**src/rtl/karatsuba_pkg.sv**
```systemverilog
// Shared widths and defaults for the karatsuba_32 multiplier.
package karatsuba_pkg;
   localparam int HALF_W      = 16;
   localparam int OPER_W      = 32;
   localparam int PROD_W      = 64;
   localparam int MID_W       = 34;
   localparam int APPROX_DROP = 8;
endpackage

```
**src/rtl/karatsuba_mul17.sv**
```systemverilog
// 17x17 unsigned combinational multiplier, 34-bit product.
module karatsuba_mul17
   import karatsuba_pkg::*;
(
   input  logic [16:0]      i_a,
   input  logic [16:0]      i_b,
   output logic [MID_W-1:0] o_p
);
   assign o_p = MID_W'(i_a) * MID_W'(i_b);
endmodule

```
**src/rtl/karatsuba_32.sv**
```systemverilog
// Two-stage 32x32 Karatsuba multiplier; optional z0 truncation
// when KARATSUBA32_APPROX_EN is defined.
module karatsuba_32
   import karatsuba_pkg::*;
#(
   parameter int HALF_W      = karatsuba_pkg::HALF_W,
   parameter int APPROX_DROP = karatsuba_pkg::APPROX_DROP
) (
   input  logic              clk,
   input  logic              rst,
   input  logic              in_valid,
   input  logic [OPER_W-1:0] A,
   input  logic [OPER_W-1:0] B,
   output logic              out_valid,
   output logic [PROD_W-1:0] P
);
`ifdef KARATSUBA32_APPROX_EN
   localparam bit APPROX_EN = 1'b1;
`else
   localparam bit APPROX_EN = 1'b0;
`endif
   localparam int DROP = APPROX_EN ? APPROX_DROP : 0;
   localparam logic [MID_W-1:0] Z0_MASK =
      ~((MID_W'(1) << DROP) - MID_W'(1));

   logic [HALF_W-1:0] w_ah, w_al, w_bh, w_bl;
   logic [HALF_W:0]   w_sa, w_sb;
   logic [MID_W-1:0]  w_z2, w_z0, w_zm;
   logic [MID_W-1:0]  w_z1, w_z0_rec;
   logic [PROD_W-1:0] w_p;

   logic [MID_W-1:0]  r_z2, r_z0, r_zm;
   logic              r_v1;
   logic              r_out_valid;
   logic [PROD_W-1:0] r_p;

   assign w_ah = A[2*HALF_W-1 -: HALF_W];
   assign w_al = A[HALF_W-1:0];
   assign w_bh = B[2*HALF_W-1 -: HALF_W];
   assign w_bl = B[HALF_W-1:0];
   assign w_sa = {1'b0, w_ah} + {1'b0, w_al};
   assign w_sb = {1'b0, w_bh} + {1'b0, w_bl};

   karatsuba_mul17 u_mul_hi (
      .i_a ({1'b0, w_ah}),
      .i_b ({1'b0, w_bh}),
      .o_p (w_z2)
   );

   karatsuba_mul17 u_mul_lo (
      .i_a ({1'b0, w_al}),
      .i_b ({1'b0, w_bl}),
      .o_p (w_z0)
   );

   karatsuba_mul17 u_mul_mid (
      .i_a (w_sa),
      .i_b (w_sb),
      .o_p (w_zm)
   );

   // z1 always uses the exact z0; only the recombined z0 is truncated
   assign w_z1     = r_zm - r_z2 - r_z0;
   assign w_z0_rec = r_z0 & Z0_MASK;
   assign w_p      = (PROD_W'(r_z2) << (2*HALF_W))
                   + (PROD_W'(w_z1) << HALF_W)
                   + PROD_W'(w_z0_rec);

   always_ff @(posedge clk) begin
      if (rst) begin
         r_z2        <= '0;
         r_z0        <= '0;
         r_zm        <= '0;
         r_v1        <= 1'b0;
         r_out_valid <= 1'b0;
         r_p         <= '0;
      end else begin
         r_v1        <= in_valid;
         r_out_valid <= r_v1;
         if (in_valid) begin
            r_z2 <= w_z2;
            r_z0 <= w_z0;
            r_zm <= w_zm;
         end
         if (r_v1) begin
            r_p <= w_p;
         end
      end
   end

   assign out_valid = r_out_valid;
   assign P         = r_p;
endmodule

```
**config.mk**
```make
export PLATFORM = sky130hd
export DESIGN_NAME = karatsuba_32
export DESIGN_NICKNAME = d
export VERILOG_FILES = /design/src/rtl/karatsuba_pkg.sv /design/src/rtl/karatsuba_mul17.sv /design/src/rtl/karatsuba_32.sv
export SDC_FILE = /design/constraint.sdc
export NUM_CORES = 2
export LEC_CHECK = 0
export BUFFER_PORTS_ARGS = -buffer_cell sky130_fd_sc_hd__buf_2
export CAP_MARGIN = 10
export CORE_MARGIN = 4
export CORE_UTILIZATION = 55
export CTS_CLUSTER_DIAMETER = 150
export CTS_CLUSTER_SIZE = 24
export DETAILED_ROUTE_END_ITERATION = 10
export PLACE_DENSITY = 0.69
export SLEW_MARGIN = 20
export SYNTH_ARGS = -nofsm -noshare
export SYNTH_HDL_FRONTEND = slang
export SYNTH_SLANG_ARGS = --single-unit
```
**constraint.sdc**
```tcl
create_clock -name clk -period 15.5 [get_ports clk]
set_input_delay 3.875 -clock clk [delete_from_list [all_inputs] [get_ports clk]]
set_output_delay 3.875 -clock clk [all_outputs]
set_load 0.01 [all_outputs]
```
==> results.toml <==
[timing]
layout_min_cycle_time_ns = 12.32
tightestPinTransition_ns = 1.13
final-max-slew-violation-count = 0
setup_viol = 0
finalCritPeriodShare = 0.795
max-slew-margin-rel = 0.242
holdWs_ns = 0.451
hold_violations = 0
grt_setup_unrepaired = "false"
fin_worst_skew_ns = 0.0131
fmax_mhz = 81.2
tns_ns = 0

[grt]
gr-total-overflow = 0
grt_max_degree = 85
first_global_vias = 29795
antenna_found_initial = 2
grtUsageTotal = 0.289
grt_pass1_wl_um = 163000

[synthesis]
synth_warnings = 0
ys_ff_latch = 164
synth-edff-count = 0
synth.top_cell.area_share = 0.348
synth-seq-area-share = 0.0881
synthArstFlopShare = 0
synthCells = 4303
ys_types = 86
yosysTopAreaCell = "fa_1"
synthFlopType = "dfxtp_1"
syn_area_mm2 = 0.0373
avgSynthCellArea_um2 = 8.66
synthTopCellsByArea = "fa_1 (35%), ha_1 (14%), dfxtp_1 (8.8%)"
synth_nets = 5434

[setup_path]
cp_max_fo = 17
crit_arrival_ns = 12.65
end_kind = "register"
crit_required_ns = 15.84
cpMaxStageDelayCell = "xor2_2"
path_class = "in2reg"
path_common_cell = "fa_1"
startpoint_type = "input port"
cpPeakStageDelay_ns = 0.72

[floorplanning]
initial_utilization = 0.555
dieArea_mm2 = 0.0720
fp.dieH_um = 268
io_pins = 132
core_mm2 = 0.0672
die_w_um = 268
fp-row-count = 95

[detailed_routing]
drt_iter0_drc = 1854
via_count = 29100
vias_per_cell = 5.57
drc = 0
wirelength_um = 102000
ant_nets = 0
drt_pass1_iterations = 5
wl_per_cell_um = 19.5

[cells_and_area]
most-common-layout-cells = "inv_1 (813), fa_1 (647), nand2_1 (567)"
drive_above_1_share = 0.0531
nFillCells = 6106
area_delta_synth_final_pct = 5.47
layout.cells.most_common = "inv_1"
nets = 5466

[clocking]
cts_max_path_buffers = 2
htree_levels = 4
cts_tree = "yes"
hold_buffers = 0
cts_inserted_buffers = 17
cts_setup_buffers = 0
cts.sinks = 164
clock_latency_ns = 0.45
clockRootBuffer = "clkbuf_16"
clk_pin_slew_ns = 0.07
cts_resized = 0

[outcome]
status = "finished, final reports clean"

[place]
gp_congestion = 0.971
dp_hpwl_um = 83700
place.port_buffers = 131

[job]
drv_cap = 0

[worst_hold_path]
hp-class = "reg2reg"
## synth_stat cells (10+ instances only)
| library cell | instances |
|---|---|
| inv_1 | 813 |
| fa_1 | 647 |
| nand2_1 | 567 |
| ha_1 | 417 |
| and2_1 | 265 |
| nor2_1 | 259 |
| dfxtp_1 | 164 |
| a21oi_1 | 149 |
| xnor2_1 | 127 |
| clkbuf_1 | 122 |
| mux2i_1 | 97 |
| o21ai_0 | 89 |
| a21o_1 | 85 |
| xor2_1 | 56 |
| nand2b_1 | 45 |
| a211oi_1 | 40 |
| nor2b_1 | 29 |
| nand3_1 | 27 |
| nor3_1 | 25 |
| o21a_1 | 25 |
| a31oi_1 | 23 |
| and3_1 | 19 |
| o21bai_1 | 15 |
| nand4_1 | 14 |
| buf_1 | 13 |
| o31ai_1 | 10 |
| or3_1 | 10 |
## area by class of cell
class | instances | area, um^2 | area share
repair buffers | 160 | 878 | 0.0223
multi-input cells | 3178 | 30400 | 0.773
inverters | 814 | 3060 | 0.0777
diodes | 2 | 5.00 | 0.000127
clock buffers | 18 | 439 | 0.0112
well taps | 873 | 1090 | 0.0278
clock inverters | 14 | 180 | 0.00458
flip-flops and latches | 164 | 3290 | 0.0836
## kinds of logic after synthesis
group                    Yosys count  synth area share
multiplexers                      97            0.0261
buffers and inverters            961            0.0976
flip-flops                       164            0.0881
AO/OA/AOI/OAI                    536            0.0942
adder cells (fa/ha/maj)         1064             0.488
XOR/XNOR                         186            0.0443
AND/OR/NAND/NOR                 1295             0.162
## registers in the layout, summed over array words and instances (netlist names)
register	count
r_z0	32
r_v1	1
P	64
r_z2	32
r_zm	34
out_valid	1
## through the flow
step | worst slack [ns] | utilization | cell area, um^2 | instances
3_3_place_gp | 3.01 | 0.576 | 38700 | 5189
3_5_place_dp | 2.82 | 0.576 | 38700 | 5189
6_report | 3.18 | 0.585 | 39300 | 5223
5_1_grt | 2.56 | 0.585 | 39300 | 5222
4_1_cts | 3.30 | 0.585 | 39300 | 5221
2_1_floorplan | 3.92 | - | 37300 | 4303
## worst paths after layout
path | start | to | slack (ns) | depth (start not counted)
setup reg to reg | r_z2[0] | P[61] | 8.69 | 24
hold / removal | P[62] | P[62] | 0.45 | 2
hold reg to reg | P[62] | P[62] | 0.45 | 2
setup / recovery | A[16] | r_zm[26] | 3.18 | 31
## critical path: cells and delay by family
kind | cells | cell delay [ns]
adders and majority gates | 9 | 3.91
AOI/OAI and AO/OA | 13 | 3.15
xor gates and xnor gates | 1 | 0.72
and+or+nand+nor | 4 | 0.49
buffers and inverters | 4 | 0.46
## per-layer routing
metal  vias to the layer above  GRT usage  wire [um]  share of wire
met5                         -          0          0              0
met2                      1055      0.468      46300           0.45
li1                      13511          -          -              -
met1                     14333      0.387      42700           0.42
met3                       201     0.0667       9230          0.090
met4                         0     0.0937       3830          0.037
Power is left out: the tool's default activity adds up to more than one toggle a clock period on the data nets, which glitch-free logic cannot reach.
